File: src/rtl/ex_mem_reg.sv
// ex_mem_reg: pipeline register between the 16-bit ALU (execute) and the
// memory/writeback stage. It qualifies the write/read enables, generates the
// R0 write for multiply/divide, squashes on flush, holds on stall, and keeps a
// sticky overflow exception together with the PC of the first faulting
// instruction.
//
// Handshake: stall is a level "downstream not ready". While stall=1 every
// register holds (exception state included) and the upstream stage is
// expected to hold its inputs; nothing is consumed until stall drops.
// exc_ovf is the registered decode of the exception FSM state (NORMAL/EXC),
// so it doubles as the observable state of that FSM.
module ex_mem_reg #(
    parameter int DW = 16,
    parameter int RW = 4
) (
    input  logic          clk,
    input  logic          rst,
    input  logic          ex_valid,
    input  logic [DW-1:0] ex_pc,
    input  logic [DW-1:0] alu_out,
    input  logic [DW-1:0] alu_r0,
    input  logic          alu_ovf,
    input  logic [3:0]    alu_ctrl,
    input  logic [RW-1:0] ex_rd,
    input  logic          ex_reg_write,
    input  logic          ex_mem_read,
    input  logic          ex_mem_write,
    input  logic [DW-1:0] ex_store_data,
    input  logic          stall,
    input  logic          flush,
    input  logic          exc_clear,
    output logic          mem_valid,
    output logic [DW-1:0] mem_result,
    output logic [DW-1:0] mem_r0,
    output logic [RW-1:0] mem_rd,
    output logic          mem_reg_write,
    output logic          mem_r0_write,
    output logic          mem_mem_read,
    output logic          mem_mem_write,
    output logic [DW-1:0] mem_store_data,
    output logic          exc_ovf,
    output logic [DW-1:0] epc
);

    typedef enum logic {
        EXC_NORMAL = 1'b0,
        EXC_ACTIVE = 1'b1
    } exc_state_e;

    localparam logic [3:0] OP_MUL = 4'h4;
    localparam logic [3:0] OP_DIV = 4'h8;

    logic          valid_q,      valid_d;
    logic [DW-1:0] result_q,     result_d;
    logic [DW-1:0] r0_q,         r0_d;
    logic [RW-1:0] rd_q,         rd_d;
    logic          reg_write_q,  reg_write_d;
    logic          r0_write_q,   r0_write_d;
    logic          mem_read_q,   mem_read_d;
    logic          mem_write_q,  mem_write_d;
    logic [DW-1:0] store_data_q, store_data_d;
    exc_state_e    exc_state_q,  exc_state_d;
    logic [DW-1:0] epc_q,        epc_d;

    logic kill;
    logic is_muldiv;
    logic rd_write_ok;

    assign kill        = ex_valid & alu_ovf;
    assign is_muldiv   = (alu_ctrl == OP_MUL) || (alu_ctrl == OP_DIV);
    assign rd_write_ok = ex_valid & ex_reg_write & ~kill;

    // Next-state: hold on stall, squash on flush, otherwise load and qualify.
    always_comb begin
        valid_d      = valid_q;
        result_d     = result_q;
        r0_d         = r0_q;
        rd_d         = rd_q;
        reg_write_d  = reg_write_q;
        r0_write_d   = r0_write_q;
        mem_read_d   = mem_read_q;
        mem_write_d  = mem_write_q;
        store_data_d = store_data_q;
        exc_state_d  = exc_state_q;
        epc_d        = epc_q;

        if (!stall) begin
            if (flush) begin
                valid_d      = 1'b0;
                result_d     = '0;
                r0_d         = '0;
                rd_d         = '0;
                reg_write_d  = 1'b0;
                r0_write_d   = 1'b0;
                mem_read_d   = 1'b0;
                mem_write_d  = 1'b0;
                store_data_d = '0;
            end else begin
                // A killed instruction keeps valid=1 so the bubble is visible.
                valid_d      = ex_valid;
                result_d     = alu_out;
                r0_d         = alu_r0;
                rd_d         = ex_rd;
                reg_write_d  = rd_write_ok;
                r0_write_d   = rd_write_ok & is_muldiv;
                mem_read_d   = ex_valid & ex_mem_read & ~kill;
                mem_write_d  = ex_valid & ex_mem_write & ~kill;
                store_data_d = ex_store_data;
            end

            // First fault wins, except that a clear on the same edge as a new
            // fault lets the new fault take over the recorded PC.
            if (!flush && kill) begin
                exc_state_d = EXC_ACTIVE;
                if (exc_state_q == EXC_NORMAL || exc_clear) begin
                    epc_d = ex_pc;
                end
            end else if (exc_clear) begin
                exc_state_d = EXC_NORMAL;
            end
        end
    end

    // State registers with synchronous reset overriding everything.
    always_ff @(posedge clk) begin
        if (rst) begin
            valid_q      <= 1'b0;
            result_q     <= '0;
            r0_q         <= '0;
            rd_q         <= '0;
            reg_write_q  <= 1'b0;
            r0_write_q   <= 1'b0;
            mem_read_q   <= 1'b0;
            mem_write_q  <= 1'b0;
            store_data_q <= '0;
            exc_state_q  <= EXC_NORMAL;
            epc_q        <= '0;
        end else begin
            valid_q      <= valid_d;
            result_q     <= result_d;
            r0_q         <= r0_d;
            rd_q         <= rd_d;
            reg_write_q  <= reg_write_d;
            r0_write_q   <= r0_write_d;
            mem_read_q   <= mem_read_d;
            mem_write_q  <= mem_write_d;
            store_data_q <= store_data_d;
            exc_state_q  <= exc_state_d;
            epc_q        <= epc_d;
        end
    end

    assign mem_valid      = valid_q;
    assign mem_result     = result_q;
    assign mem_r0         = r0_q;
    assign mem_rd         = rd_q;
    assign mem_reg_write  = reg_write_q;
    assign mem_r0_write   = r0_write_q;
    assign mem_mem_read   = mem_read_q;
    assign mem_mem_write  = mem_write_q;
    assign mem_store_data = store_data_q;
    assign exc_ovf        = (exc_state_q == EXC_ACTIVE);
    assign epc            = epc_q;

endmodule

File: config.mk
export PLATFORM = sky130hd
export DESIGN_NAME = ex_mem_reg
export DESIGN_NICKNAME = d
export VERILOG_FILES = /design/src/rtl/ex_mem_reg.sv
export SDC_FILE = /design/constraint.sdc
export NUM_CORES = 1
export LEC_CHECK = 0
export BUFFER_PORTS_ARGS = -buffer_cell sky130_fd_sc_hd__buf_2
export CAP_MARGIN = 20
export CORE_MARGIN = 10
export CORE_UTILIZATION = 35
export CTS_BUF_LIST = sky130_fd_sc_hd__clkbuf_4 sky130_fd_sc_hd__clkbuf_8
export DETAILED_ROUTE_END_ITERATION = 16
export PLACE_DENSITY_LB_ADDON = 0.25
export SYNTH_ARGS = -nofsm -noshare
export SYNTH_HDL_FRONTEND = slang
export SYNTH_SLANG_ARGS = --single-unit
File: constraint.sdc
create_clock -name clk -period 1.9 [get_ports clk]
set_clock_uncertainty 0.2 [all_clocks]
set_input_delay 0.285 -clock clk [delete_from_list [all_inputs] [get_ports clk]]
set_output_delay 0.285 -clock clk [all_outputs]
set_load 0.01 [all_outputs]
### Word-level counts from Yosys, hierarchy flattened

Index checks and enable logic that the tools add are counted.

| operators by class | value |
|---|---|
| equality and inequality tests | 2 |
| multiplexer cells | 11 |
| bitwise operators | 11 |
| reduce and logical (&&, ||, !) cells | 7 |

Operators by type and width:

| operator | count |
|---|---|
| 2-to-1 mux 16 bit | 3 |
| AND 1 bit | 8 |
| 2-to-1 mux 1 bit | 7 |
| == test 4 x 3 -> 1 bit (second input constant) | 1 |
| == test 4 bit (second input constant) | 1 |
| 2-to-1 mux 4 bit | 1 |
| NOT 1 bit | 3 |
| AND reduction 3 bit | 1 |
| logical OR 1 bit | 2 |
| AND reduction 2 bit | 1 |
| nonzero test 2 bit | 1 |
| logical AND 1 bit | 1 |
| logical NOT 1 bit | 1 |

| storage, ports and cells | value |
|---|---|
| bits in registers | 74 |
| input port bits | 82 |
| output and inout bits | 74 |
| word-level logic and storage cells | 42 |

### Depth between registers and ports, before layout

Gate-level depths: netlist (run 1).

| depth | value |
|---|---|
| depth in word-level cells | 5 |
| depth in mapped cells | 5 |
| depth with buffers taken out | 3 |

### Worst setup path before layout (run 1)

OpenSTA, ideal clock, no wires.

| path | value |
|---|---|
| path kind | in2reg |
| start | input port stall |
| end | register epc_q[10], in the netlist epc[10] |
| library setup time | 0.072 ns |
| data arrival time | 1.207 ns |
| data required time | 1.628 ns |
| path slack | 0.422 ns |
| cell stages on the path | 5 |
| path buffers | 2 |
| cell sequence | buf_6 -> nand4bb_4 -> a21oi_4 -> buf_8 -> mux2i_1 |

| on the way | value |
|---|---|
| cells in the longest elaborated chain, start to end | 2 |

RTL lines:

| element | RTL line | RTL |
|---|---|---|
| start, declared | 29 | `input logic stall,` |
| NOT 1 bit (no line) | n/a |  |
| AND reduction 3 bit (no line) | n/a |  |
| end signal, assigned | 149 | `epc_q <= epc_d;` |
| end, declared | 63 | `logic [DW-1:0] epc_q, epc_d;` |

Every way passes these cells.
A chain may end at the register's enable or synchronous reset.

### Worst setup path after layout (run 1)

| path | value |
|---|---|
| start | register exc_state_q, in the netlist exc_ovf |
| end | output port exc_ovf |

RTL lines:

| element | RTL line | RTL |
|---|---|---|
| start, declared | 62 | `exc_state_e exc_state_q, exc_state_d;` |
| start signal, assigned | 148 | `exc_state_q <= exc_state_d;` |
| end, declared | 41 | `output logic exc_ovf,` |

No word-level cell between the ends.

==> results of run 1 <==
==> through the flow <==
step | instance area (um2) | hold WS (ns) | total power, mW | setup WS (ns) | cells
6_report | 4400 | 0.0208 | 3.34 | 0.525 | 589
5_1_grt | 4400 | 0.0132 | 3.52 | 0.447 | 589
4_1_cts | 4400 | 0.00345 | 3.40 | 0.498 | 588
3_5_place_dp | 3560 | 0.264 | 2.02 | 0.283 | 510
3_3_place_gp | 3560 | 0.256 | 2.01 | 0.351 | 510
2_1_floorplan | 2690 | 0.229 | 1.84 | 0.422 | 270
==> path summary, 6_finish.rpt <==
check            end  slack (ns)      start
max          exc_ovf        0.52    exc_ovf
min          epc[15]        0.02  ex_pc[15]
max reg2reg   epc[3]        0.73    exc_ovf
min reg2reg  epc[10]        0.27    epc[10]
==> registers in the layout, summed over array words and instances (netlist names) <==
signal,count
mem_mem_read,1
mem_reg_write,1
mem_rd,4
mem_r0_write,1
mem_r0,16
mem_valid,1
mem_mem_write,1
exc_ovf,1
mem_result,16
mem_store_data,16
epc,16
==> cell families (layout without fill, tap and decap cells) <==
group | Yosys count | in the layout | share of synthesized area (%)
and+or+nand+nor | 95 | 95 | 17.6
DFF | 74 | 74 | 55.1
AOI/OAI and AO/OA | 60 | 60 | 16.7
buffers and inverters | 24 | 243 | 4.42
muxes | 16 | 16 | 5.95
xor gates and xnor gates | 1 | 1 | 0.326
other | 0 | 1 | 0
==> power groups by stage <==
stage	logic [mW]	registers, mW	clock network (mW)
2_1_floorplan	0.154	1.69	0
3_3_place_gp	0.350	1.66	0
3_5_place_dp	0.356	1.66	0
4_1_cts	0.455	1.63	1.32
5_1_grt	0.502	1.63	1.39
6_report	0.456	1.63	1.26
==> metal layers <==
layer  routed length [um]  GRT usage (%)  up-vias  part of all wire, %
li1                     -              -     1357                    -
met1                 3520           16.9     1269                   38
met2                 4580           26.8      112                   50
met3                  965           7.37       13                   10
met4                  140           5.53        0                  1.5
met5                    0              0        -                    0
==> area by class of cell <==
cell class / instances / area [um2] / share of cell area [%]
flip-flops and latches: 74 / 1480 / 33.7
repair buffers: 226 / 1480 / 33.6
multi-input cells: 172 / 1100 / 25.0
clock buffers: 11 / 151 / 3.44
well taps: 99 / 124 / 2.82
clock inverters: 5 / 61.3 / 1.39
inverters: 1 / 3.75 / 0.0853
diodes: 1 / 2.50 / 0.0569
==> cell usage in the layout, fill, tap and decap left out, types with 2 or more instances in the layout <==
master | netlist | final
a21oi_1 | 3 | 3
dfxtp_1 | 74 | 74
clkbuf_8 | 0 | 11
nand2b_1 | 32 | 32
buf_4 | 0 | 8
mux2i_1 | 16 | 16
clkinv_4 | 0 | 2
buf_2 | 8 | 155
nand2_1 | 3 | 3
a22oi_1 | 54 | 54
nor2_1 | 56 | 55
dlygate4sd3_1 | 0 | 62
==> repair_timing <==
item / in CTS / in global routing
hold buffers: 62 / 0
endpoints found under the hold margin: 62 / 0
endpoints found under the setup margin: 0 / 0
resized for setup: 0 / 0
==> results_dict.tcl, run 1 <==
set metrics [dict create \
    status "complete, no violations" \
    synthFlopType "dfxtp_1" \
    htree_levels 3 \
    swShare_pct 24.1 \
    firstDrtPassIters 4 \
    fp.dieArea_um2 11600 \
    hold_viol 0 \
    fillerInstances 641 \
    first_global_vias 3007 \
    crit_path_top_delay_cell "dfxtp_1" \
    ys_seq_elements 74 \
    drtIter0Drc 75 \
    synthCells 270 \
    synthToLayoutAreaGrowth_pct 63.5 \
    cp_num_cells 1 \
    cp_max_fo 3 \
    clock_sinks 74 \
    yosys.area.top_type "dfxtp_1" \
    rsz0062_at_grt "no" \
    synth_edf_count 0 \
    io_buffers 155 \
    yosysSeqAreaShare_pct 55.1 \
    antenna_found_initial 1 \
    synthesis.nets 352 \
    worstPathArrival_ns 0.89 \
    ys_warn_count 0 \
    power_density_nw_per_um2 760 \
    syn_area_um2 2690 \
    power.leakage_nw 2.05 \
    worstSetupPathType "reg2out" \
    drc 0 \
    start_kind "flip-flop" \
    worstPathRequired_ns 1.41 \
    timing.max_cap.violations 0 \
    crit_chain "buf_2" \
    grt.total_usage_pct 15.8 \
    tightest_slew_ns 0.398 \
    cts_tree "built" \
    max-vdd-ir-drop_mv 0.412 \
    synth.most_common_cell "dfxtp_1" \
    critPathBufInv 1 \
    period_share_pct 72.4 \
    slew_viol_final 0 \
    final_nets 566 \
    synthTopCellsByArea "dfxtp_1 (55%), a22oi_1 (15%), nor2_1 (7.8%)" \
    holdPathStages 3 \
    die_x_um 108 \
    cp_top_family "flip-flops" \
    cpPeakStageDelay_ns 0.39 \
    finalWirelength_um 9200 \
    fmaxAchievable_mhz 727 \
    hold_path.class "in2reg" \
    power_frac_comb_pct 13.6 \
    relSlewSlack_pct 73.1 \
    num_vias 2751 \
    setup_violations 0 \
    cp-end-kind "output pin" \
    grt_max_degree 35 \
    drive_gt1_share_pct 37.4 \
    ys_async_sr_fraction_pct 0 \
    grt_pass1_wl_um 14900 \
    clk_pin_slew_worst_paths_ns 0.07 \
    reg2regPathDepth 3 \
    p_int_mw 2.54 \
    drtAntennaViolNets 0 \
    cts.path.max_buffers 2 \
    ios 156 \
    gp_congestion 0.724 \
    ys_types 21 \
    post-route-min-period_ns 1.38 \
    overflow 0 \
    pwr-share-seq_pct 48.7 \
    cts_setup_buffers 0 \
    die_h_um 108 \
    avgSynthCellArea_um2 9.96 \
    rows 31 \
    postLayoutCoreUtil_pct 59.7 \
    hpwl_um 6310 \
    clockRootBuffer "clkbuf_8" \
    cts_buffers 9 \
    tns_ns 0 \
    p_clk_share_pct 37.7 \
    core-area_um2 7370 \
    clk-insertion-delay-late_ns 0.32 \
    p_switching_mw 0.804 \
    synth_common_cells "dfxtp_1 (74), nor2_1 (56), a22oi_1 (54)" \
    wire_per_inst_um 15.6 \
    synth_top_cell_area_share_pct 55.1 \
    vias_per_cell 4.67 \
    initial_core_util_pct 36.5 \
]
(Power assumes the default switching activity.)
==> run 2, diff against run 1 <==
==> constraint.sdc (replaced) <==
create_clock -name clk -period 1.4 [get_ports clk]
set_clock_uncertainty 0.2 [all_clocks]
set_input_delay 0.21 -clock clk [delete_from_list [all_inputs] [get_ports clk]]
set_output_delay 0.21 -clock clk [all_outputs]
set_load 0.01 [all_outputs]
==> results_dict.tcl, run 2 (synthesis gave the netlist of run 1 again) <==
set metrics [dict create \
    met2_length_um 4430 \
    clk-insertion-delay-late_ns 0.33 \
    start_kind "flip-flop" \
    vias_per_cell 4.69 \
    critPathBufInv 1 \
    firstDrtPassIters 4 \
    rows 31 \
    clock_sinks 74 \
    hold_start "alu_ctrl[0]" \
    overflow 0 \
    power_density_nw_per_um2 1060 \
    drc 0 \
    gp_congestion 0.703 \
    postLayoutCoreUtil_pct 61.7 \
    drive_gt1_share_pct 36.4 \
    routed-wl-met3_um 857 \
    cpPeakStageDelay_ns 0.39 \
    tns_ns 0 \
    dp_slack_ns -0.0359 \
    routed.top_layer "met4" \
    placed_cell_area_um2 3590 \
    cp_max_fo 3 \
    tightest_slew_ns 0.432 \
    min_to "mem_r0_write" \
    die_h_um 108 \
    holdPathStages 3 \
    htree_levels 3 \
    crit_chain "buf_2" \
    reg2regPathDepth 3 \
    cp-end-kind "output pin" \
    grt_max_degree 91 \
    stdcell_count 596 \
    hold_viol 1 \
    post-route-min-period_ns 1.31 \
    r2r_setup_slack_ns 0.25 \
    crit_path_top_delay_cell "dfxtp_1" \
    num_vias 2797 \
    core-area_um2 7370 \
    initial_core_util_pct 36.5 \
    setup_violations 0 \
    finalWirelength_um 9100 \
    worstSetupPathType "reg2out" \
    layout_commonest_cell "buf_2" \
    hold_buffers 72 \
    worstPathArrival_ns 0.90 \
    hold_path.class "in2reg" \
    power.leakage_nw 2.11 \
    fmaxAchievable_mhz 762 \
    worstPathRequired_ns 0.99 \
    drtAntennaViolNets 0 \
    clockRootBuffer "clkbuf_8" \
    r2r-end "epc[9]" \
    die_x_um 108 \
    cts_resized 0 \
    hpwl_um 5910 \
    dpl.cell_count 509 \
    layout_common_cells "buf_2 (155), dfxtp_1 (74), dlygate4sd3_1 (72), nor2_1 (55), a22oi_1 (54)" \
    critPathLaunch "exc_ovf" \
    synthToLayoutAreaGrowth_pct 69.1 \
    violations "negative hold slack" \
    grt_pass1_wl_um 14700 \
    first_global_vias 2944 \
    timing.max_cap.violations 0 \
    worstReg2RegStart "exc_ovf" \
    drtIter0Drc 72 \
    timing.final.ws_setup_ns 0.0878 \
    io_buffers 155 \
    cts_buffers 9 \
    ios 156 \
    wire_per_inst_um 15.3 \
    relSlewSlack_pct 70.8 \
    n_antenna_cell 0 \
    final_nets 575 \
    max-vdd-ir-drop_mv 0.745 \
    cts.path.max_buffers 2 \
    cts_tree "built" \
    slew_viol_final 0 \
    cts_setup_buffers 0 \
    clk_pin_slew_worst_paths_ns 0.07 \
    grt.total_usage_pct 15.6 \
    status "finished with violations" \
    antenna_found_initial 0 \
    fin_area_um2 4550 \
    fp.dieArea_um2 11600 \
    rsz0062_at_grt "no" \
    period_share_pct 93.7 \
    m1WireLength_um 3660 \
    fillerInstances 635 \
    finalHoldWorstSlack_ns -0.0305 \
    cp_top_family "flip-flops" \
]
-- run 2: changes by cell type in the layout (fill, tap and decap cells not counted), moves of 2 or more --
cell | previous run | this run
buf_12 | 1 | 4
bufinv_16 | 1 | 3
clkbuf_8 | 11 | 9
dlygate4sd3_1 | 62 | 72
buf_4 | 8 | 4
-- run 2: worst max-delay path by stage --
| stage | endpoint | slack (ns) | cells past startpoint |
|---|---|---|---|
| 6_report | exc_ovf | 0.09 | 1 |
| 5_1_grt | exc_ovf | 0.02 | 1 |
| 4_1_cts | exc_ovf | 0.06 | 1 |
| 3_5_place_dp | mem_r0_write | -0.04 | 4 |
| 3_3_place_gp | mem_r0_write | -0.02 | 4 |
| 2_1_floorplan | epc[10] | -0.002 | 5 |
-- run 2: power by group --
part	leakage (nW)	internal, mW	switching (mW)	total [mW]
clock network	0.120	1.19	0.764	1.96
registers	0.602	2.17	0.0355	2.21
logic	1.39	0.369	0.279	0.648
total	2.11	3.74	1.08	4.82
-- run 2: final cells by class --
class                      count  area (um2)  area share (%)
timing repair buffer         235        1610            35.3
inverter                       1        3.75          0.0825
multi-input combinational    172        1100            24.1
clock buffer                  10         131            2.89
tap                           99         124            2.72
sequential                    74        1480            32.6
clock inverter                 5         104            2.28
-- run 2: metal layers --
metal / global-route usage [%] / up-vias
met5: 0 / -
met4: 6.30 / 0
met3: 6.47 / 14
met2: 25.9 / 107
met1: 17.2 / 1292
li1: - / 1384
-- run 2: per-stage QoR --
stage	hold slack, ns	total power, mW
floorplan	0.154	2.50
global placement	0.238	2.74
detailed placement	0.248	2.75
CTS	-0.0433	4.88
global route	-0.0154	5.04
finish	-0.0305	4.82
